<file path="src/rtl/wb_arbiter.sv">
// wb_arbiter: fixed-priority (mem > alu > mul) write-back collector feeding one regfile write port.
// Optional macro WB_BYPASS_EN lets an accepted result skip the empty FIFO straight onto the port.
`ifndef REG_ADDR
`define REG_ADDR 5
`endif
`ifndef REG_SIZE
`define REG_SIZE 32
`endif
module wb_arbiter #(
  parameter int QDEPTH   = 4,
  parameter int REG_ADDR = `REG_ADDR,
  parameter int REG_SIZE = `REG_SIZE
) (
  input  logic                      clk,
  input  logic                      rst,
  input  logic                      mem_valid,
  input  logic [REG_ADDR-1:0]       mem_rd,
  input  logic [REG_SIZE-1:0]       mem_data,
  output logic                      mem_ready,
  input  logic                      alu_valid,
  input  logic [REG_ADDR-1:0]       alu_rd,
  input  logic [REG_SIZE-1:0]       alu_data,
  output logic                      alu_ready,
  input  logic                      mul_valid,
  input  logic [REG_ADDR-1:0]       mul_rd,
  input  logic [REG_SIZE-1:0]       mul_data,
  output logic                      mul_ready,
  input  logic [REG_ADDR-1:0]       rreg1,
  input  logic [REG_ADDR-1:0]       rreg2,
  output logic                      pend1,
  output logic                      pend2,
  output logic                      regwrite,
  output logic [REG_ADDR-1:0]       wreg,
  output logic [REG_SIZE-1:0]       wdata,
  output logic [$clog2(QDEPTH):0]   count
);
  localparam int PW = $clog2(QDEPTH);
  logic [REG_ADDR-1:0] rd_q [QDEPTH];
  logic [REG_SIZE-1:0] data_q [QDEPTH];
  logic [PW-1:0] wp_q, rp_q, off;
  logic [PW:0] cnt_q, cnt_d;
  logic regwrite_q;
  logic [REG_ADDR-1:0] wreg_q, acc_rd;
  logic [REG_SIZE-1:0] wdata_q, acc_data;
  logic pop, room, live, byp, push, hit1, hit2;
  assign pop       = cnt_q != '0;
  assign room      = (cnt_q < (PW+1)'(QDEPTH)) | pop;
  assign mem_ready = !rst & mem_valid & room;
  assign alu_ready = !rst & alu_valid & !mem_valid & room;
  assign mul_ready = !rst & mul_valid & !mem_valid & !alu_valid & room;
  assign acc_rd    = mem_ready ? mem_rd : alu_ready ? alu_rd : mul_rd;
  assign acc_data  = mem_ready ? mem_data : alu_ready ? alu_data : mul_data;
  // rd==0 transfers are acknowledged but dropped
  assign live      = (mem_ready | alu_ready | mul_ready) & (acc_rd != '0);
`ifdef WB_BYPASS_EN
  assign byp       = live & !pop;
`else
  assign byp       = 1'b0;
`endif
  assign push      = live & !byp;
  assign cnt_d     = cnt_q + (PW+1)'(push) - (PW+1)'(pop);
  always_comb begin
    hit1 = 1'b0;
    hit2 = 1'b0;
    off  = '0;
    for (int j = 0; j < QDEPTH; j++) begin
      off = PW'(j) - rp_q;
      if ({1'b0, off} < cnt_q) begin
        hit1 = hit1 | (rd_q[j] == rreg1);
        hit2 = hit2 | (rd_q[j] == rreg2);
      end
    end
  end
  assign pend1 = (rreg1 != '0) & (hit1 | (regwrite_q & (wreg_q == rreg1)));
  assign pend2 = (rreg2 != '0) & (hit2 | (regwrite_q & (wreg_q == rreg2)));
  always_ff @(posedge clk) begin
    if (rst) begin
      wp_q       <= '0;
      rp_q       <= '0;
      cnt_q      <= '0;
      regwrite_q <= 1'b0;
      wreg_q     <= '0;
      wdata_q    <= '0;
    end else begin
      if (push) begin
        rd_q[wp_q]   <= acc_rd;
        data_q[wp_q] <= acc_data;
        wp_q         <= wp_q + PW'(1);
      end
      if (pop) rp_q <= rp_q + PW'(1);
      cnt_q      <= cnt_d;
      regwrite_q <= pop | byp;
      if (pop) begin
        wreg_q  <= rd_q[rp_q];
        wdata_q <= data_q[rp_q];
      end else if (byp) begin
        wreg_q  <= acc_rd;
        wdata_q <= acc_data;
      end
    end
  end
  assign regwrite = regwrite_q;
  assign wreg     = wreg_q;
  assign wdata    = wdata_q;
  assign count    = cnt_q;
endmodule

</file>
<file path="config.mk">
export PLATFORM = sky130hd
export DESIGN_NAME = wb_arbiter
export DESIGN_NICKNAME = d
export VERILOG_FILES = /design/src/rtl/wb_arbiter.sv
export SDC_FILE = /design/constraint.sdc
export NUM_CORES = 1
export LEC_CHECK = 0
export ABC_AREA = 1
export ABC_CLOCK_PERIOD_IN_PS = 4700
export CAP_MARGIN = 10
export CORE_AREA = 2 2 159 115
export CTS_CLUSTER_DIAMETER = 40
export DETAILED_ROUTE_END_ITERATION = 7
export DIE_AREA = 0 0 161 117
export PLACE_DENSITY_LB_ADDON = 0.05
export SLEW_MARGIN = 20
export SYNTH_ARGS = -nofsm -noshare
export SYNTH_HDL_FRONTEND = slang
export SYNTH_SLANG_ARGS = --single-unit
</file>
<file path="constraint.sdc">
create_clock -name clk -period 4.7 [get_ports clk]
set_input_delay 0.94 -clock clk [delete_from_list [all_inputs] [get_ports clk]]
set_output_delay 0.94 -clock clk [all_outputs]
set_load 0.03 [all_outputs]
</file>
## Word-level counts from Yosys, hierarchy flattened

Memory sizes are Yosys's and may differ from the RTL's. A register that Yosys moved wholly into a read port is not among the register bits.
Cells that the tools add are included.

| storage, ports and cells | value |
|---|---|
| input port bits | 126 |
| memory bits (read-only) | 0 |
| register bits | 8 |
| memory bits (writable) | 148 |
| latch bits | 0 |
| memories | 2 |
| word-level logic and storage cells | 76 |
| output and inout port bits | 46 |

| cells by class | value |
|---|---|
| reductions and logical operators | 7 |
| shift-type cells | 0 |
| mux-type cells | 15 |
| equality and inequality tests | 10 |
| div/mod/pow operators | 0 |
| $mul | 0 |
| bitwise operators | 25 |
| order comparisons | 5 |
| $add $sub $neg | 8 |

Memory list:

| memory | depth | bits a word | rd ports | clocked after memory_dff | write ports | line | RTL |
|---|---|---|---|---|---|---|---|
| data_q | 4 | 32 | 1 | 1 | 1 | 39 | `logic [REG_SIZE-1:0] data_q [QDEPTH];` |
| rd_q | 4 | 5 | 5 | 1 | 1 | 38 | `logic [REG_ADDR-1:0] rd_q [QDEPTH];` |

Operator list:

| cell | number |
|---|---|
| $mux 32 | 2 |
| $eq 5x5->1 | 10 |
| $reduce_bool 5->1 | 3 |
| $and 1x1->1 | 14 |
| $lt 2x3->1 | 4 |
| $mux 1 | 11 |
| $or 1x1->1 | 11 |
| $mux 5 | 2 |
| $add 2x1->2 const B | 2 |
| $sub 1x2->2 const A | 2 |
| $sub 2x2->2 const A | 2 |
| $add 3x1->3 | 1 |
| $logic_not 1->1 | 3 |
| $lt 3x3->1 const B | 1 |
| $reduce_bool 3->1 | 1 |
| $sub 3x1->3 | 1 |

## Depth between registers and ports, before layout

Gate-level depths: netlist of the first run.

| logic depth | value |
|---|---|
| depth in word-level cells | 11 |
| mapped depth | 16 |
| gate-level depth less buffers | 15 |

## Worst setup path after synthesis of the first run

Ideal clock, no wire load.

| timing | value |
|---|---|
| path kind | input to register |
| from | in alu_valid |
| to | mem data_q[0][0] (netlist name), enable pin |
| data required time | 4.269 ns |
| setup time | 0.431 ns |
| stages on the path | 8 |
| setup slack | 0.873 ns |
| path buffers | 1 |
| data arrival time | 3.396 ns |
| path through | buf_2 -> o21ai_2 -> nand2_1 -> nand3_1 -> nor2_1 -> nand3_2 -> nand2_2 -> nor2_1 |

| on the way | value |
|---|---|
| longest elaborated chain between the ends | 10 |
| elaborated cells between the ends (all ways) | 15 |
| classes of those cells | mux: 5; bitwise: 8; reduce/logical: 2 |

RTL lines:

| element | line | RTL |
|---|---|---|
| from (decl) | 20 | `input logic alu_valid,` |
| $and 1x1->1 (3 in series) | 49 | `assign alu_ready = !rst & alu_valid & !mem_valid & room;` |
| $mux 5 (2 in series) | 51 | `assign acc_rd = mem_ready ? mem_rd : alu_ready ? alu_rd : mul_rd;` |
| net acc_rd[1] | 43 | `logic [REG_ADDR-1:0] wreg_q, acc_rd;` |
| $reduce_bool 5->1 | 54 | `assign live = (mem_ready \| alu_ready \| mul_ready) & (acc_rd != '0);` |
| $and 1x1->1 | 54 |  |
| $mux 1 | 85 | `if (push) begin` |
| $mux 1 | 77 | `if (rst) begin` |
| $mux 1 (not written as such) | 87 | `data_q[wp_q] <= acc_data;` |
| to (decl) | 39 |  |

The timed path passes the listed nets, and every way through them passes these cells.

## Worst setup path in the final report of the first run

| timing | value |
|---|---|
| from | in mem_valid |
| to | out mem_ready |

| on the way | value |
|---|---|
| longest elaborated chain between the ends | 2 |

RTL lines:

| element | line | RTL |
|---|---|---|
| from (decl) | 16 | `input logic mem_valid,` |
| $and 1x1->1 (2 in series) | 48 | `assign mem_ready = !rst & mem_valid & room;` |
| to (decl) | 19 | `output logic mem_ready,` |

Every way passes these cells.

==> impl_metrics.ini, run 1 <==
[status]
status = finished clean

[placed_design]
gp_congestion = 0.861
portBuffers = 171
dpl.hpwl_um = 14500
placed_cells = 1176

[finish]
drive_gt1_share_pct = 6.89
finalNetCount = 1096
antenna_cells = 0
layout.cells.non_filler = 1208
synthToLayoutAreaGrowth_pct = 29.5

[clock_network]
cts_hold_buf = 0
clk_pin_slew_ps = 80
cts_tree = built
insertion_delay_ps = 430
postCtsSetupRepairBufs = 0
cts_buffer_depth = 2
post_cts_resized = 0
cts_htree_levels = 4
cts_buffers = 17
cts_sinks = 193
clock-root-buffer = clkbuf_16

[detailed_routing]
num_vias = 6448
drc = 0
first_iter_violations = 465
final_antenna_net_count = 0
drtPass1Iterations = 4
vias_per_cell = 5.34
wire_per_inst_um = 18.2
wl_um = 22000

[yosys]
synth-seq-cells = 193
synth_ff_type = edfxtp_1
yosys_warnings = 0
synth_top_area_cell = edfxtp_1
postSynthAreaPerCell_um2 = 10.5
ys_seq_area_share_pct = 63.0
synthTopCellsByCount = nand2_1, edfxtp_1, a21oi_1
synth_area_leaders = edfxtp_1, dfxtp_1, nand2_1
synth_nets = 942
synthesis.instances = 805
synth-edff-count = 148
async_flop_share_pct = 0
synth_area_mm2 = 0.00849
synth_most_common_cell = nand2_1
synth_cell_type_count = 33
yosys.area.top_type_share_pct = 52.3

[setup_path]
startpoint = mem_valid
required_ps = 3760
reg2reg_to = wdata[29]
r2r_cells = 4
crit_arrival_ps = 2930
worstPathMaxFanout = 33
end_kind = output pin
startpoint_type = primary input
endpoint = mem_ready
r2r_slack_ps = 2570
r2r-start = rp_q[0]
path_class = primary input to output pin

[grt]
grt_first_pass_wirelength_um = 34200
grt_max_degree = 77
grtUsageTotal_pct = 24.2
grt-ovfl-total = 0
grt_pass1_vias = 6252
antenna_found_initial = 0

[timing]
maxSlewHeadroom_pct = 25.0
max_freq_ghz = 0.258
setup_viol = 0
min_period_ps = 3870
drv_slew = 0
hold_violations = 0
finalSetupTns_ps = 0
skew_ps = 17.4
grt_setup_unrepaired = no
finalCritPeriodShare_pct = 82.4
tightest_slew_ps = 1120

[hold_path]
min_path_type = flip-flop to flip-flop

[floorplan]
start_util_pct = 48.7
core_mm2 = 0.0174
pin_count = 172
die_area_mm2 = 0.0188
row_count = 41
die_w_um = 161
die_y_um = 117

[power]
leakage_uw = 0.00404
p_sw_share_pct = 38.3
power_frac_clock_pct = 23.0
peakVddDrop_uv = 310
net-switching-power_uw = 2260
internal_power_uw = 3650
cellPowerDensity_mw_per_mm2 = 538
pwr-share-seq_pct = 39.3
power_frac_comb_pct = 37.7

[job]
maxCapViolations = 0
cell usage in the layout (no fill, tap or decap), types with 2 or more instances in the layout:
cell,netlist,final
nand3_2,2,2
clkbuf_1,34,2
nor3_1,9,9
inv_1,30,28
nand3_1,47,47
inv_6,0,5
a21oi_1,82,82
buf_4,1,20
clkbuf_16,0,17
inv_2,2,3
edfxtp_1,148,148
a21boi_0,2,2
nor2_4,0,7
xor2_1,33,33
clkinv_2,0,2
nand2_1,201,201
nand4_1,11,11
o21ai_0,44,44
xnor2_1,10,10
clkdlybuf4s50_1,0,168
dfxtp_1,45,44
inv_8,0,3
nor2_1,28,23
ha_1,10,10
a221oi_1,37,37
per-stage QoR:
step                setup slack, ps  hold WS [ps]  cell area [um2]  power [uW]  utilization (%)
floorplan                       873           497             8490        3700                -
global placement                511           504            10400        4550             59.8
detailed placement              416           517            10400        4590             59.8
CTS                             826           530            11000        5960             63.0
global route                    541           557            11000        6240             63.0
finish                          826           528            11000        5910             63.0
cell families (layout without fill, tap and decap cells):
kind of cell	Yosys count	in the layout	share of synthesized area [%]
simple gates	306	306	15.1
buf+inv	85	252	4.19
compound gates	167	167	11.6
xor+xnor	43	43	4.44
fa+ha+maj	11	11	1.71
flops	193	193	63.0
layout make-up:
cell class	count	area [um2]
Fill cell	1367	6450
Tap cell	236	295
Clock inverter	13	120
Multi-Input combinational cell	527	2850
Timing Repair Buffer	188	1830
Inverter	32	120
Clock buffer	19	433
Sequential cell	193	5350
worst min path at each step:
stage	slack (ps)	depth (start not counted)	endpoint	startpoint
floorplan	500	2	wdata[0]	data_q[1][0]
global placement	500	2	wdata[24]	data_q[1][24]
detailed placement	520	2	wdata[18]	data_q[1][18]
CTS	530	2	wdata[24]	data_q[1][24]
global route	560	2	wdata[25]	data_q[1][25]
finish	530	2	wdata[24]	data_q[1][24]
power groups by stage:
stage	sequential [uW]	clock, uW	combinational [uW]
final	2320	1360	2230
after global routing	2360	1450	2430
after CTS	2330	1390	2240
after detailed placement	2360	0	2230
after global placement	2350	0	2200
after floorplan	2660	0	1040
critical path: stages:
cell             delay (ps)
clkdlybuf4s50_1         570
inv_2                   120
nor2_4                  160
buf_4                   390
clkdlybuf4s50_1         750
routing by layer:
layer | part of all wire [%] | wire length (um) | vias up | GRT usage (%)
met5 | 0 | 0 | - | 0
met4 | 1.0 | 224 | 0 | 7.02
met3 | 5.1 | 1130 | 18 | 4.51
met2 | 47 | 10300 | 180 | 40.8
met1 | 47 | 10300 | 3099 | 32.8
li1 | - | - | 3151 | -
sequential cells by signal, summed over array words and instances, names as in the netlist:
name and cells:
data_q 128, rp_q 2, rd_q 20, wreg 5, regwrite 1, wdata 32
wp_q 2, count 3
Power figures use the tool's default switching activity.
==> inputs of run 2 (changes only) <==
--- a/config.mk
+++ b/config.mk
@@ -6,7 +6,7 @@
 export NUM_CORES = 1
 export LEC_CHECK = 0
 export ABC_AREA = 1
-export ABC_CLOCK_PERIOD_IN_PS = 4700
+export ABC_CLOCK_PERIOD_IN_PS = 3600
 export CAP_MARGIN = 10
 export CORE_AREA = 2 2 159 115
 export CTS_CLUSTER_DIAMETER = 40
==> constraint.sdc (replaced) <==
create_clock -name clk -period 3.6 [get_ports clk]
set_input_delay 0.72 -clock clk [delete_from_list [all_inputs] [get_ports clk]]
set_output_delay 0.72 -clock clk [all_outputs]
set_load 0.03 [all_outputs]
==> run 2 against run 1 <==
  * Die area stayed put
  * Global-route usage rose by 0.24 points
  * Clock power up 46%
  * Combinational power up 33%
==> impl_metrics.ini, run 2 (synthesis results as in run 1) <==
[setup_path]
end_kind = output pin
crit_chain = clkinv_1, buf_4, nand2_1, nand2_1, ha_1, a21boi_0, o21ai_0, nand4_1, nand3_1, nor2_1, nor2_1, buf_4
max_stage_delay_ps = 470
path_class = flip-flop to output pin
crit_arrival_ps = 2680
required_ps = 2880
worstPathMaxFanout = 12
startpoint_type = flip-flop
crit_slowest_cell = o21ai_0

[detailed_routing]
wl_met2_um = 11000
met1_length_um = 9880
wire_per_inst_um = 18.5
maxUsedRoutingLayer = met4
final_antenna_net_count = 0
routed-wl-met3_um = 1410
drtPass1Iterations = 5
vias_per_cell = 5.47
wl_um = 22600
num_vias = 6653
drc = 0
first_iter_violations = 440

[finish]
nFillCells = 1387
drive_gt1_share_pct = 7.95
top_register = data_q
final_common_cell = nand2_1
largest_register_ffs = 128
synthToLayoutAreaGrowth_pct = 31.0
antenna_cells = 0
final_core_util_pct = 63.8
design_area_mm2 = 0.0111
mostFrequentLayoutCells = nand2_1, clkdlybuf4s50_1, edfxtp_1, a21oi_1, nand3_1
layout.cells.non_filler = 1217
multi_input_area_mm2 = 0.00285
finalNetCount = 1105
regArea_mm2 = 0.00535

[timing]
grt_setup_unrepaired = no
tightest_slew_ps = 905
drv_slew = 0
setup_viol = 0
layout_setup_ws_ps = 199
max_freq_ghz = 0.294
min_period_ps = 3400
finalCritPeriodShare_pct = 94.5
skew_ps = 10.3
hold_violations = 0
whs_ps = 529
maxSlewHeadroom_pct = 39.5

[grt]
grt_first_pass_wirelength_um = 34900
grtUsageTotal_pct = 24.5
antenna_found_initial = 0
grt-ovfl-total = 0
grt_pass1_vias = 6540
grt_max_degree = 77

[floorplan]
pin_count = 172
core_mm2 = 0.0174
die_y_um = 117
die_area_mm2 = 0.0188
start_util_pct = 48.7
row_count = 41
die_w_um = 161

[clock_network]
cts_htree_levels = 4
clk_pin_slew_ps = 60
clock-root-buffer = clkbuf_16
insertion_delay_ps = 430
post_cts_resized = 0
cts_sinks = 193
cts_buffer_depth = 2
cts_tree = built
cts_hold_buf = 0
postCtsSetupRepairBufs = 0
cts_buffers = 17

[power]
power_frac_clock_pct = 24.8
power_frac_comb_pct = 37.2
p_sw_share_pct = 36.6
pwr-share-seq_pct = 37.9
cellPowerDensity_mw_per_mm2 = 718
internal_power_uw = 5060
peakVddDrop_uv = 422
leakage_uw = 0.00412
net-switching-power_uw = 2920

[placed_design]
place_area_mm2 = 0.0105
place_ws_ps = 52.5
gp_congestion = 0.867
portBuffers = 171
placed_cells = 1185
dpl.hpwl_um = 14700

[status]
status = finished clean

[job]
maxCapViolations = 0

[hold_path]
min_path_type = flip-flop to flip-flop
-- run 2: cell count changes in the layout (fill, tap and decap cells not counted), sizes merged --
cell	previous run	this run
buf	20	31
clkdlybuf4s50	168	166
bufinv	0	4
clkinvlp	1	2
inv	39	34
-- run 2: path summary, 6_finish.rpt --
| kind | startpoint | to | slack [ps] | cells after the start |
|---|---|---|---|---|
| setup / recovery | rp_q[0] | pend2 | 200 | 12 |
| hold / removal | data_q[1][1] | wdata[1] | 530 | 2 |
| setup reg to reg | count[2] | count[2] | 1410 | 10 |
| hold reg to reg | data_q[1][1] | wdata[1] | 530 | 2 |
-- run 2: worst max-delay path, delay by kind of cell, from the launching register on --
kind / cells / cell delay, ps
buf+inv: 3 / 510
flops: 1 / 320
compound gates: 2 / 590
simple gates: 6 / 550
fa+ha+maj: 1 / 270
-- run 2: power by group through the flow --
stage | Sequential (uW) | Combinational, uW | Clock, uW
2_1_floorplan | 3470 | 1360 | 0
3_3_place_gp | 3070 | 2920 | 0
3_5_place_dp | 3070 | 2970 | 0
4_1_cts | 3030 | 2980 | 2010
5_1_grt | 3070 | 3230 | 2100
6_report | 3030 | 2970 | 1980
-- run 2: area by class of cell --
class | instances | share of cell area, %
inverters | 32 | 1.08
clock inverters | 13 | 1.62
clock buffers | 19 | 3.98
well taps | 236 | 2.65
multi-input cells | 527 | 25.6
repair buffers | 197 | 17.0
flip-flops and latches | 193 | 48.1
-- run 2: per-stage QoR --
stage / total power [uW] / TNS [ps]
final: 7990 / 0
after global routing: 8390 / 0
after CTS: 8020 / 0
after detailed placement: 6040 / 0
after global placement: 5990 / 0
after floorplan: 4830 / -1040
-- run 2: routing by layer --
| metal | vias up | global-route usage (%) |
|---|---|---|
| li1 | 3166 | - |
| met4 | 0 | 6.96 |
| met1 | 3200 | 32.5 |
| met3 | 31 | 3.98 |
| met5 | - | 0 |
| met2 | 256 | 42.4 |
